<file path="src/rtl/dsp_rr_scheduler.sv">
// Round-robin front end for a shared 4-stage DSP pre-add/mul/post-add slice.
// Registers the winner's operands and returns each P result to its requester.
module dsp_rr_scheduler #(
  parameter int N_REQ   = 4,
  parameter int DSP_LAT = 4
) (
  input  logic               clk,
  input  logic               rst,
  input  logic               en,
  input  logic [N_REQ-1:0]   req_valid,
  output logic [N_REQ-1:0]   req_ready,
  input  logic [18*N_REQ-1:0] req_a,
  input  logic [18*N_REQ-1:0] req_b,
  input  logic [18*N_REQ-1:0] req_d,
  input  logic [48*N_REQ-1:0] req_c,
  output logic [17:0]        dsp_a,
  output logic [17:0]        dsp_b,
  output logic [17:0]        dsp_d,
  output logic [47:0]        dsp_c,
  input  logic [47:0]        dsp_p,
  output logic [N_REQ-1:0]   rsp_valid,
  output logic [47:0]        rsp_p,
  output logic               busy
);

  localparam int PW = $clog2(N_REQ);

  typedef struct packed {
    logic          vld;
    logic [PW-1:0] id;
  } tag_t;

  logic [PW-1:0]    ptr_q, ptr_d;
  logic [17:0]      a_q, a_d;
  logic [17:0]      b_q, b_d;
  logic [17:0]      d_q, d_d;
  logic [47:0]      c_q, c_d;
  tag_t             tag_q [DSP_LAT];
  tag_t             tag_d [DSP_LAT];
  logic [N_REQ-1:0] rsp_q, rsp_d;

  logic [N_REQ-1:0] gnt;
  logic [PW-1:0]    gnt_id;
  logic             found;
  logic             hs;
  int               idx;

  // Rotating first-valid search starting at the priority pointer
  always_comb begin
    gnt    = '0;
    gnt_id = '0;
    found  = 1'b0;
    idx    = 0;
    for (int k = 0; k < N_REQ; k++) begin
      idx = int'(ptr_q) + k;
      if (idx >= N_REQ) idx = idx - N_REQ;
      if (!found && req_valid[idx]) begin
        found  = 1'b1;
        gnt_id = PW'(idx);
      end
    end
    hs = found & en & ~rst;
    if (hs) gnt[gnt_id] = 1'b1;
  end

  assign req_ready = gnt;

  always_comb begin
    ptr_d = ptr_q;
    a_d   = '0;
    b_d   = '0;
    d_d   = '0;
    c_d   = '0;
    if (hs) begin
      ptr_d = (gnt_id == PW'(N_REQ - 1)) ? '0 : gnt_id + PW'(1);
      a_d   = req_a[18*int'(gnt_id) +: 18];
      b_d   = req_b[18*int'(gnt_id) +: 18];
      d_d   = req_d[18*int'(gnt_id) +: 18];
      c_d   = req_c[48*int'(gnt_id) +: 48];
    end
  end

  // Tag shadow of the DSP pipe; output flop lines up with P
  always_comb begin
    tag_d[0].vld = hs;
    tag_d[0].id  = gnt_id;
    for (int k = 1; k < DSP_LAT; k++) begin
      tag_d[k] = tag_q[k-1];
    end
    rsp_d = '0;
    for (int i = 0; i < N_REQ; i++) begin
      rsp_d[i] = tag_q[DSP_LAT-1].vld &&
                 (tag_q[DSP_LAT-1].id == PW'(i));
    end
  end

  always_comb begin
    busy = 1'b0;
    for (int k = 0; k < DSP_LAT; k++) begin
      busy = busy | tag_q[k].vld;
    end
  end

  always_ff @(posedge clk) begin
    if (rst) begin
      ptr_q <= '0;
      a_q   <= '0;
      b_q   <= '0;
      d_q   <= '0;
      c_q   <= '0;
      rsp_q <= '0;
      for (int k = 0; k < DSP_LAT; k++) begin
        tag_q[k] <= '0;
      end
    end else begin
      ptr_q <= ptr_d;
      a_q   <= a_d;
      b_q   <= b_d;
      d_q   <= d_d;
      c_q   <= c_d;
      rsp_q <= rsp_d;
      for (int k = 0; k < DSP_LAT; k++) begin
        tag_q[k] <= tag_d[k];
      end
    end
  end

  assign dsp_a     = a_q;
  assign dsp_b     = b_q;
  assign dsp_d     = d_q;
  assign dsp_c     = c_q;
  assign rsp_valid = rsp_q;
  assign rsp_p     = dsp_p;

endmodule

</file>
<file path="config.mk">
export PLATFORM = sky130hd
export DESIGN_NAME = dsp_rr_scheduler
export DESIGN_NICKNAME = d
export VERILOG_FILES = /design/src/rtl/dsp_rr_scheduler.sv
export SDC_FILE = /design/constraint.sdc
export NUM_CORES = 1
export LEC_CHECK = 0
export CAP_MARGIN = 20
export CORE_AREA = 8 8 236 238
export CTS_CLUSTER_SIZE = 25
export DETAILED_ROUTE_END_ITERATION = 16
export DIE_AREA = 0 0 244 246
export SLEW_MARGIN = 15
export SYNTH_ARGS = -nofsm -noshare
export SYNTH_HDL_FRONTEND = slang
export SYNTH_SLANG_ARGS = --single-unit
export TNS_END_PERCENT = 1
</file>
<file path="constraint.sdc">
create_clock -name clk -period 5.3 [get_ports clk]
set_input_delay 0.53 -clock clk [delete_from_list [all_inputs] [get_ports clk]]
set_output_delay 0.53 -clock clk [all_outputs]
set_load 0.01 [all_outputs]
</file>
### After elaboration in Yosys (flattened, before gate mapping)

Memory sizes are Yosys's and may differ from the RTL's.
Cells that the tools add are included.

| storage, ports and cells | value |
|---|---|
| memories kept | 1 |
| flip-flop bits (word level) | 108 |
| output and inout bits | 159 |
| memory bits (writable) | 12 |
| word-level logic and storage cells | 94 |

| cells by class | value |
|---|---|
| reductions and logical operators | 13 |
| bitwise operators | 11 |
| shifts and indexed selects | 4 |
| eq/ne operators | 4 |
| multiply operators | 2 |
| add/subtract/negate cells | 8 |
| mux-type cells | 35 |
| order comparisons | 10 |

Memories:

| memory | depth | width | read ports | clocked after memory_dff | write ports | line | text |
|---|---|---|---|---|---|---|---|
| tag_q | 4 | 3 | 4 | 0 | 4 | 38 | `tag_t tag_q [DSP_LAT];` |

Operators by type and width:

| operator | number |
|---|---|
| 192-bit by 9-bit variable part select with 48-bit output | 1 |
| 72-bit by 32-bit variable part select with 18-bit output | 2 |
| 32-bit by 4-bit < comparator with 1-bit output (second input constant) | 4 |
| 32-bit two-way mux | 4 |
| 72-bit by 8-bit variable part select with 18-bit output | 1 |
| 1-bit two-way mux | 16 |
| 3-bit two-way mux | 4 |
| 3-bit by 3-bit subtractor with 4-bit output (second input constant) | 3 |
| 2-bit two-way mux | 5 |
| 3-bit greater-or-equal comparator (second input constant) | 3 |
| 1-bit binary-select mux with 2-bit select | 4 |
| 1-bit logical AND | 8 |
| 1-bit OR | 7 |
| 2-bit by 2-bit adder with 3-bit output (second input constant) | 2 |
| 2-bit == test (second input constant) | 3 |
| 4-bit by 2-bit multiplier with 6-bit output (first input constant) | 1 |
| 2-bit by 2-bit multiplier with 4-bit output (first input constant) | 1 |
| 4-bit two-way mux | 1 |
| 2-bit by 3-bit subtractor with 4-bit output (second input constant) | 1 |
| 2-bit by 1-bit adder with 3-bit output (second input constant) | 1 |
| 2-bit by 3-bit greater-or-equal comparator with 1-bit output (second input constant) | 1 |
| 1-bit zero test | 3 |
| 2-bit by 3-bit < comparator with 1-bit output (second input constant) | 1 |
| 2-bit by 1-bit adder with 2-bit output (second input constant) | 1 |
| 7 further kinds | 9 |

### Depth between registers and ports, before layout

Gate-level depths: netlist of the first run.

| logic depth | value |
|---|---|
| word-level depth | 20 |
| mapped depth | 9 |
| mapped depth without buffers | 7 |

### Worst setup path before layout of the first run

OpenSTA, ideal clock, no wires.

| timing | value |
|---|---|
| path type | input to output |
| start point | in req_valid[0] |
| end point | out req_ready[3] |
| path slack | 3.101 ns |
| path buffers | 3 |
| arrival | 1.669 ns |
| data required time | 4.770 ns |
| stages on the path | 8 |
| path through | a21o_1 > a21oi_1 > o22a_2 > buf_6 > buf_8 > buf_6 > ha_1 > and2_1 |

| between the ends | value |
|---|---|
| word-level cells in the longest chain between the ends | 18 |

RTL lines:

| element | line | text |
|---|---|---|
| start, declared | 10 | `input logic [N_REQ-1:0] req_valid,` |
| 1-bit binary-select mux with 2-bit select | 57 | `if (!found && req_valid[idx]) begin` |
| 1-bit two-way mux (implied by the code) (2 in series) | 57 |  |
| 1-bit two-way mux | 57 |  |
| 1-bit zero test | 57 |  |
| 1-bit logical AND | 57 |  |
| 1-bit two-way mux | 57 |  |
| 1-bit zero test | 57 |  |
| 1-bit logical AND | 57 |  |
| 1-bit two-way mux | 57 |  |
| 1-bit zero test | 57 |  |
| 1-bit logical AND | 57 |  |
| 2-bit two-way mux | 57 |  |
| 2-bit by 3-bit < comparator with 1-bit output (implied by the code) / 2-bit by 1-bit greater-or-equal comparator with 1-bit output (equally long branches) | 63 | `if (hs) gnt[gnt_id] = 1'b1;` |
| 1-bit logical AND (implied by the code) | 63 |  |
| 1-bit two-way mux (implied by the code) | 63 |  |
| 1-bit demux with 2-bit select | 63 |  |
| 4-bit two-way mux (*) | 63 |  |
| end, declared | 11 | `output logic [N_REQ-1:0] req_ready,` |

Mark *: on every way between the ends. The rest lies on a longest branch, timed or not. The select of a mux whose other input is x is not followed.

### Final worst setup path of the first run

| timing | value |
|---|---|
| start point | in rst |
| end point | out req_ready[0] |

| between the ends | value |
|---|---|
| word-level cells in the longest chain between the ends | 3 |

RTL lines:

| element | line | text |
|---|---|---|
| start, declared | 8 | `input logic rst,` |
| 1-bit inverter | 62 | `hs = found & en & ~rst;` |
| 1-bit AND | 62 |  |
| 4-bit two-way mux | 63 |  |

No other way between the ends.

==> impl_metrics.py, run 1 <==
metrics = {
    "status": {
        "outcome": "complete, no violations",
    },
    "routing": {
        "routed_wirelength_mm": 34.47,
        "dr_total_vias": 6263,
        "drt-initial-drc-count": 135,
        "antenna_left": 0,
        "wire_per_inst_um": 20.05,
        "vias_per_cell": 3.643,
        "drc": 0,
        "drtPass1Iterations": 4,
    },
    "pwr": {
        "leakagePower_nw": 4.443,
        "powerDensity_nw_per_um2": 259.3,
        "irDropWorstVdd_uv": 212.3,
        "p_switching_mw": 0.8840,
        "seqPwrFrac_pct": 32.0,
        "swShare_pct": 28.05,
        "clock_power_share_pct": 37.7,
        "p_int_mw": 2.268,
        "p_comb_share_pct": 30.3,
        "power_mw": 3.152,
    },
    "yosys": {
        "synth_flop_cell": "dfxtp_1",
        "synth_top_area_share_pct": 38.83,
        "yosysWarningCount": 0,
        "ys_seq_area_share_pct": 38.83,
        "synth_area_per_cell_sq_um": 10.97,
        "synthArstFlopShare_pct": 0,
        "ys_types": 29,
        "ys_top_cells_by_area": "dfxtp_1 39%, mux2i_1 33%, o22ai_1 10%",
        "synth-seq-cells": 120,
        "syn_area_sq_um": 6186,
        "syn_nets": 1028,
        "synth_top_cell_by_area": "dfxtp_1",
        "synthCells": 564,
        "synth_edf_count": 0,
    },
    "place": {
        "numPortBuffers": 525,
        "place_congestion": 0.8061,
        "dp_slack_ps": 1724,
        "hpwlAfterDp_mm": 29.07,
    },
    "floorplanning": {
        "die_area_sq_um": 60020,
        "core_area_sq_um": 52020,
        "start_util_pct": 11.89,
        "fp.dieW_um": 244,
        "rows": 84,
        "die_y_um": 246,
        "num_io_pins": 622,
    },
    "global_routing": {
        "met3_usage_pct": 5.653,
        "met1_usage_pct": 9.767,
        "top_usage_layer": "met2",
        "grt_pass1_vias": 6960,
        "grt_start_max_net_pins": 103,
        "use_met2_pct": 19.83,
        "antenna_found_initial": 1,
        "grt_first_pass_wirelength_mm": 47.03,
        "overflow": 0,
        "grt_util_all_layers_pct": 10.79,
    },
    "clock_tree": {
        "path_clk_slew_ps": 60,
        "hold_buffers": 0,
        "root_buffer": "clkbuf_16",
        "numCtsBuffers": 17,
        "cts-htree-levels": 4,
        "cts_tree": "done",
        "cts_sinks": 120,
        "cts_max_path_buffers": 2,
        "insertion_delay_ps": 450,
        "cts.repair.resized": 0,
        "cts_setup_buffers": 0,
    },
    "critical_path": {
        "rrSetupSlack_ps": 2780,
        "max_stage_delay_ps": 720,
        "worstSetupPathType": "in -> out",
        "critPathLaunchType": "input port",
        "worstPathRequired_ps": 4770,
        "cp_cell_sequence": "clkdlybuf4s50_1 -> nor2_1 -> nand2_4 -> nor2_1 -> clkdlybuf4s50_1",
        "worst_path_max_delay_cell": "clkdlybuf4s50_1",
        "end_kind": "output pin",
        "cp_max_fo": 49,
        "arrival_ps": 3010,
    },
    "finish": {
        "final_nets": 1482,
        "final_util_pct": 23.36,
        "area_growth_pct": 96.50,
        "diodes": 0,
        "final_cell_mix": "525 x clkdlybuf4s50_1, 205 x mux2i_1, 120 x dfxtp_1",
        "drive_gt1_share_pct": 4.074,
        "final_common_cell": "clkdlybuf4s50_1",
    },
    "sta": {
        "max_freq_mhz": 282.5,
        "grt_setup_unrepaired": "false",
        "skew_ps": 7.232,
        "finalHoldViolations": 0,
        "tightestPinTransition_ps": 927.2,
        "layout_setup_ws_ps": 1761,
        "setup_violations": 0,
        "relSlewSlack_pct": 38.19,
        "slew_viol_final": 0,
        "min_period_ps": 3539,
        "final.setup.tns_ps": 0,
        "fin_crit_sh_pct": 66.78,
    },
    "min_path": {
        "min_path_type": "reg -> reg",
    },
    "run": {
        "cap_viol_max_count": 0,
    },
}
synth_stat cells, types with 2 or more instances:
cell type,number
buf_2,7
inv_2,2
nor2_1,9
buf_12,5
o22ai_1,103
dfxtp_1,120
nand2b_1,2
nor4bb_1,2
buf_4,48
clkbuf_1,8
inv_1,3
buf_8,7
a21oi_1,3
mux2i_1,205
clkbuf_4,8
nor2b_1,9
buf_6,11
sequential cells by signal (all words and copies together), names as in the netlist:
name,cells
dsp_c,48
dsp_a,18
dsp_b,18
dsp_d,18
tag_q,12
rsp_valid,4
ptr_q,2
final timing paths:
| kind | from | to | cells after the start |
|---|---|---|---|
| max | rst | req_ready[0] | 5 |
| min | tag_q[1][0] | tag_q[2][0] | 1 |
| max reg2reg | ptr_q[1] | dsp_a[8] | 6 |
| min reg2reg | tag_q[1][0] | tag_q[2][0] | 1 |
worst max-delay path: cells and delay by family:
family / cells / cell delay [ps]
buf+inv: 2 / 1290
simple gates: 3 / 1180
kinds of logic after synthesis:
logic type                 Yosys count  synth area share [%]
and+or+nand+nor                     28                 2.670
AOI/OAI and AO/OA                  111                 11.65
buffers and inverters               99                 13.47
DFF                                120                 38.83
adders and majority gates            1                0.2022
muxes                              205                 33.17
layer usage:
metal  share of wire (%)  vias up
li1                    -     2969
met1                  34     2818
met2                  52      440
met3                  11       36
met4                 2.9        0
met5                   0        -
power groups by stage:
| stage | Combinational (mW) | Sequential, mW | Clock, mW |
|---|---|---|---|
| 2_1_floorplan | 0.465 | 1.06 | 0 |
| 3_3_place_gp | 0.955 | 1.03 | 0 |
| 3_5_place_dp | 0.963 | 1.03 | 0 |
| 4_1_cts | 0.966 | 1.01 | 1.25 |
| 5_1_grt | 1.02 | 1.01 | 1.29 |
| 6_report | 0.955 | 1.01 | 1.19 |
layout make-up:
type | count | area, sq um
clock inverter | 15 | 167.7
timing repair buffer | 529 | 5310
multi-input combinational | 345 | 2970
sequential | 120 | 2402
fill | 5639 | 39870
inverter | 5 | 18.77
clock buffer | 17 | 425.4
tap | 688 | 860.8
through the flow:
step	std cells	hold WS, ps	cell area [sq um]
after floorplan	564	413.8	6186
after global placement	1687	422.3	11560
after detailed placement	1687	432.7	11560
after CTS	1719	442.4	12160
after global routing	1719	451.4	12160
final	1719	436.3	12160
Note: power is estimated with default switching activity, not from simulation.
==> inputs of run 2 (changes only) <==
Settings changed: CORE_AREA 8 8 236 238 to 8 8 238 240, DIE_AREA 0 0 244 246 to 0 0 246 248.
Clock period 5.3 ns to 3 ns, I/O delays scaled along.
==> run 2 against run 1 <==
Sequential share of layout area decreased by 0.27 points. Die area increased by 1.6%. Register-to-register slack got worse by 1900 ps. Routed wire length decreased by 2.6%. Core utilization decreased by 0.15 points. Critical path depth increased by 3. Cell count increased by 1.2%. Sequential cell count unchanged. Largest power group unchanged. Highest routed layer unchanged.
==> impl_metrics.py, run 2 (synthesis results as in run 1) <==
metrics = {
    "critical_path": {
        "end_kind": "output pin",
        "r2r_start": "ptr_q[1]",
        "path_common_cell": "clkdlybuf4s50_1",
        "worstPathRequired_ps": 2700,
        "crit_family": "buffers and inverters",
        "reg2reg_depth": 7,
        "critPathLaunchType": "input port",
        "cp_max_fo": 5,
        "worstSetupPathType": "in -> out",
        "arrival_ps": 2400,
        "crit_buf_inv": 3,
        "cp_cell_sequence": "clkdlybuf4s50_1 -> nand2b_1 -> a21oi_1 -> a211o_1 -> inv_2 -> ha_1 -> and2_1 -> clkdlybuf4s50_1",
        "worst_path_max_delay_cell": "clkdlybuf4s50_1",
        "r2r-end": "dsp_b[16]",
        "max_stage_delay_ps": 600,
        "rrSetupSlack_ps": 890,
    },
    "routing": {
        "dr_total_vias": 6347,
        "drc": 0,
        "dr.max_layer_used": "met4",
        "met1Wirelength_mm": 11.19,
        "vias_per_cell": 3.648,
        "antenna_left": 0,
        "wl_met2_mm": 17.76,
        "wire_per_inst_um": 19.30,
        "drt-initial-drc-count": 129,
        "drtPass1Iterations": 4,
        "met3_length_mm": 3.737,
        "routed_wirelength_mm": 33.59,
    },
    "global_routing": {
        "grt_pass1_vias": 6997,
        "grt_util_all_layers_pct": 10.27,
        "grt_first_pass_wirelength_mm": 45.68,
        "antenna_found_initial": 0,
        "grt_start_max_net_pins": 103,
        "overflow": 0,
    },
    "pwr": {
        "clock_power_share_pct": 37.4,
        "p_comb_share_pct": 31.0,
        "seqPwrFrac_pct": 31.6,
        "leakagePower_nw": 4.533,
        "p_int_mw": 4.055,
        "power_mw": 5.621,
        "swShare_pct": 27.86,
        "powerDensity_nw_per_um2": 456.2,
        "irDropWorstVdd_uv": 422.8,
        "p_switching_mw": 1.566,
    },
    "finish": {
        "seq_area_sq_um": 2402,
        "multi_input_area_sq_um": 2970,
        "final_area_sq_um": 12320,
        "final_cell_mix": "525 x clkdlybuf4s50_1, 205 x mux2i_1, 120 x dfxtp_1",
        "area_growth_pct": 99.19,
        "stdcell_count": 1740,
        "diodes": 0,
        "drive_gt1_share_pct": 5.172,
        "largest_register_ffs": 48,
        "fillers": 5720,
        "final_nets": 1495,
        "final_util_pct": 23.22,
        "final_common_cell": "clkdlybuf4s50_1",
    },
    "sta": {
        "grt_setup_unrepaired": "false",
        "relSlewSlack_pct": 59.89,
        "setup_violations": 0,
        "tightestPinTransition_ps": 601.6,
        "max_freq_mhz": 370.3,
        "skew_ps": 5.887,
        "fin_crit_sh_pct": 90.03,
        "min_period_ps": 2701,
        "slew_viol_final": 0,
        "finalHoldViolations": 0,
        "final.setup.tns_ps": 0,
    },
    "status": {
        "outcome": "complete, no violations",
    },
    "clock_tree": {
        "cts-htree-levels": 4,
        "cts_sinks": 120,
        "cts_setup_buffers": 0,
        "cts.repair.resized": 0,
        "insertion_delay_ps": 450,
        "root_buffer": "clkbuf_16",
        "path_clk_slew_ps": 60,
        "numCtsBuffers": 17,
        "hold_buffers": 0,
        "cts_max_path_buffers": 2,
        "cts_tree": "done",
    },
    "floorplanning": {
        "num_io_pins": 622,
        "rows": 85,
        "start_util_pct": 11.66,
        "die_area_sq_um": 61010,
        "fp.dieW_um": 246,
        "die_y_um": 248,
        "core_area_sq_um": 53070,
    },
    "run": {
        "cap_viol_max_count": 0,
    },
    "place": {
        "numPortBuffers": 525,
        "place_congestion": 0.8674,
        "hpwlAfterDp_mm": 27.92,
        "placedCellCount": 1708,
        "placedInstanceArea_sq_um": 11730,
    },
    "min_path": {
        "min_path_type": "reg -> reg",
        "min_to": "tag_q[3][0]",
        "holdPathStages": 1,
        "hold_start": "tag_q[2][0]",
    },
}
-- run 2: cell types whose count changed in the layout (fill, tap and decap cells not counted) --
cell | previous run | this run
buf_4 | 2 | 10
buf_12 | 2 | 7
clkbuf_8 | 0 | 1
clkbuf_1 | 0 | 1
clkinv_4 | 5 | 4
inv_6 | 5 | 3
clkinv_2 | 1 | 2
-- run 2: how the worst max path moves through the flow --
stage | startpoint | endpoint | slack (ps) | cells past startpoint
CTS | req_valid[1] | req_ready[3] | 310 | 8
global placement | req_valid[1] | req_ready[3] | 360 | 8
finish | req_valid[1] | req_ready[3] | 300 | 8
floorplan | ptr_q[1] | req_ready[3] | 1240 | 8
detailed placement | req_valid[1] | req_ready[3] | 310 | 8
global route | req_valid[1] | req_ready[3] | 230 | 8
-- run 2: routing by layer --
metal  vias to the layer above  GRT usage [%]
met1                      2889          9.321
li1                       2992              -
met3                        41          4.992
met5                         -              0
met2                       425          18.94
met4                         0          5.017
-- run 2: metrics by stage --
| stage | hold slack (ps) | setup slack [ps] |
|---|---|---|
| 2_1_floorplan | 371.6 | 1242 |
| 3_3_place_gp | 422.8 | 357.7 |
| 3_5_place_dp | 425.6 | 309.0 |
| 4_1_cts | 427.7 | 306.7 |
| 5_1_grt | 459.4 | 228.6 |
| 6_report | 436.7 | 299.2 |
-- run 2: power by group through the flow --
stage	combinational (mW)	clock, mW	sequential, mW
6_report	1.74	2.10	1.78
5_1_grt	1.86	2.29	1.79
4_1_cts	1.76	2.23	1.78
3_5_place_dp	1.76	0	1.81
3_3_place_gp	1.74	0	1.81
2_1_floorplan	0.822	0	1.87
-- run 2: final cells by class --
| class | count | share of cell area, % |
|---|---|---|
| inverter | 5 | 0.1523 |
| multi-input combinational | 345 | 24.11 |
| tap | 696 | 7.067 |
| sequential | 120 | 19.50 |
| clock buffer | 19 | 3.595 |
| clock inverter | 13 | 1.188 |
| timing repair buffer | 542 | 44.39 |
-- run 2: worst reg2reg max path: stages, from the launching register on --
cell,delay [ps]
dfxtp_1,360
a21o_1,180
a21oi_1,170
o22a_4,230
buf_12,240
buf_12,400
mux2i_1,300
o22ai_1,90
==> inputs of run 3 (changes only) <==
Settings changed: REMOVE_ABC_BUFFERS set to 1, SLEW_MARGIN 15 to 25.
==> run 3 against run 2 <==
Global-route usage grew 1.3 points. Sequential share of layout area shrank 0.15 points. Critical endpoint is now req_ready[0]. Sequential power is essentially flat. Setup slack lost 87 ps. Cell count grew 0.80%. Critical path depth shrank 2.
==> impl_metrics.py, run 3 (synthesis results as in run 1) <==
metrics = {
    "floorplanning": {
        "die_y_um": 248,
        "start_util_pct": 11.66,
        "core_area_sq_um": 53070,
        "fp.dieW_um": 246,
        "die_area_sq_um": 61010,
        "rows": 85,
        "num_io_pins": 622,
    },
    "sta": {
        "layout_setup_ws_ps": 212.6,
        "final.setup.tns_ps": 0,
        "finalHoldViolations": 0,
        "relSlewSlack_pct": 62.38,
        "tightestPinTransition_ps": 564.2,
        "setup_violations": 0,
        "fin_crit_sh_pct": 92.91,
        "min_period_ps": 2787,
        "max_freq_mhz": 358.8,
        "slew_viol_final": 0,
        "skew_ps": 8.899,
        "grt_setup_unrepaired": "false",
    },
    "clock_tree": {
        "cts-htree-levels": 4,
        "cts_sinks": 120,
        "cts_tree": "done",
        "root_buffer": "clkbuf_16",
        "numCtsBuffers": 17,
        "hold_buffers": 0,
        "path_clk_slew_ps": 60,
        "cts_max_path_buffers": 2,
        "insertion_delay_ps": 460,
    },
    "global_routing": {
        "grt_first_pass_wirelength_mm": 49.68,
        "grt_util_all_layers_pct": 11.59,
        "grt_start_max_net_pins": 103,
        "grt_pass1_vias": 7036,
        "antenna_found_initial": 2,
        "overflow": 0,
    },
    "min_path": {
        "holdPathStages": 1,
        "min_path_type": "reg -> reg",
    },
    "routing": {
        "drtPass1Iterations": 4,
        "routed_wirelength_mm": 36.91,
        "drt-initial-drc-count": 167,
        "wire_per_inst_um": 21.05,
        "drc": 0,
        "vias_per_cell": 3.620,
        "dr_total_vias": 6349,
        "antenna_left": 0,
    },
    "critical_path": {
        "cp_max_fo": 4,
        "worstSetupPathType": "in -> out",
        "end_kind": "output pin",
        "arrival_ps": 2490,
        "worstPathRequired_ps": 2700,
        "rrSetupSlack_ps": 940,
        "reg2reg_depth": 8,
        "critPathLaunchType": "input port",
    },
    "pwr": {
        "leakagePower_nw": 4.609,
        "irDropWorstVdd_uv": 368.7,
        "p_switching_mw": 1.538,
        "seqPwrFrac_pct": 31.2,
        "powerDensity_nw_per_um2": 458.4,
        "p_comb_share_pct": 31.2,
        "clock_power_share_pct": 37.5,
        "swShare_pct": 27.03,
        "power_mw": 5.691,
        "p_int_mw": 4.153,
    },
    "finish": {
        "final_cell_mix": "524 x clkdlybuf4s50_1, 205 x mux2i_1, 120 x dfxtp_1",
        "largest_register_ffs": 48,
        "drive_gt1_share_pct": 6.061,
        "final_common_cell": "clkdlybuf4s50_1",
        "final_nets": 1507,
        "area_growth_pct": 100.7,
    },
    "status": {
        "outcome": "complete, no violations",
    },
    "place": {
        "dp_slack_ps": 107.9,
        "place_congestion": 0.7853,
        "numPortBuffers": 525,
        "hpwlAfterDp_mm": 31.23,
    },
    "run": {
        "cap_viol_max_count": 0,
    },
}
-- run 3: cell types whose count changed in the layout (fill, tap and decap cells not counted) --
cell | before | now
buf_12 | 7 | 6
clkdlybuf4s50_1 | 525 | 524
inv_6 | 3 | 1
dlymetal6s2s_1 | 0 | 1
bufinv_16 | 2 | 3
clkbuf_1 | 1 | 3
clkinv_4 | 4 | 2
clkinv_2 | 2 | 3
diode_2 | 0 | 2
buf_4 | 10 | 23
-- run 3: cell type report --
class	instances	area, sq um
Tap cell	696	870.8
Sequential cell	120	2402
Antenna cell	2	5.005
Clock buffer	21	450.4
Clock inverter	11	146.4
Timing Repair Buffer	554	5550
Inverter	5	18.77
Multi-Input combinational cell	345	2970
Fill cell	5732	40660
-- run 3: metal layers --
metal	wire length [um]	vias to the layer above	global-route usage [%]	part of all wire (%)
li1	-	3008	-	-
met1	14120	2865	12.01	38
met2	15420	429	16.36	42
met3	6264	41	10.18	17
met4	787	6	4.146	2.1
met5	318	-	3.915	0.86
-- run 3: timing repair --
action	in CTS	in global routing
endpoints found under the setup margin	0	1
buffers inserted	0	0
resized for setup	0	1
-- run 3: per-stage QoR --
step	hold slack [ps]	cells	instance area, sq um	utilization [%]
6_report	431.5	1754	12410	23.39
2_1_floorplan	371.6	470	5371	-
3_5_place_dp	423.9	1720	11810	22.25
5_1_grt	447.2	1753	12410	23.39
3_3_place_gp	419.3	1720	11810	22.25
4_1_cts	418.4	1752	12410	23.38
-- run 3: final timing paths --
path                start           end
max          req_valid[3]  req_ready[0]
min           tag_q[2][1]   tag_q[3][1]
max reg2reg      ptr_q[1]     dsp_c[18]
min reg2reg   tag_q[2][1]   tag_q[3][1]
-- run 3: power groups by stage --
stage | clock [mW] | sequential (mW) | combinational [mW]
2_1_floorplan | 0 | 1.87 | 0.768
3_3_place_gp | 0 | 1.81 | 1.79
3_5_place_dp | 0 | 1.82 | 1.81
4_1_cts | 2.27 | 1.78 | 1.81
5_1_grt | 2.31 | 1.79 | 1.91
6_report | 2.14 | 1.78 | 1.78
-- run 3: worst max-delay path: stages --
cell and delay, ps:
clkdlybuf4s50_1 590, o41ai_4 140, nor2_1 390, nand2_4 130, nor2_1 270, clkdlybuf4s50_1 670
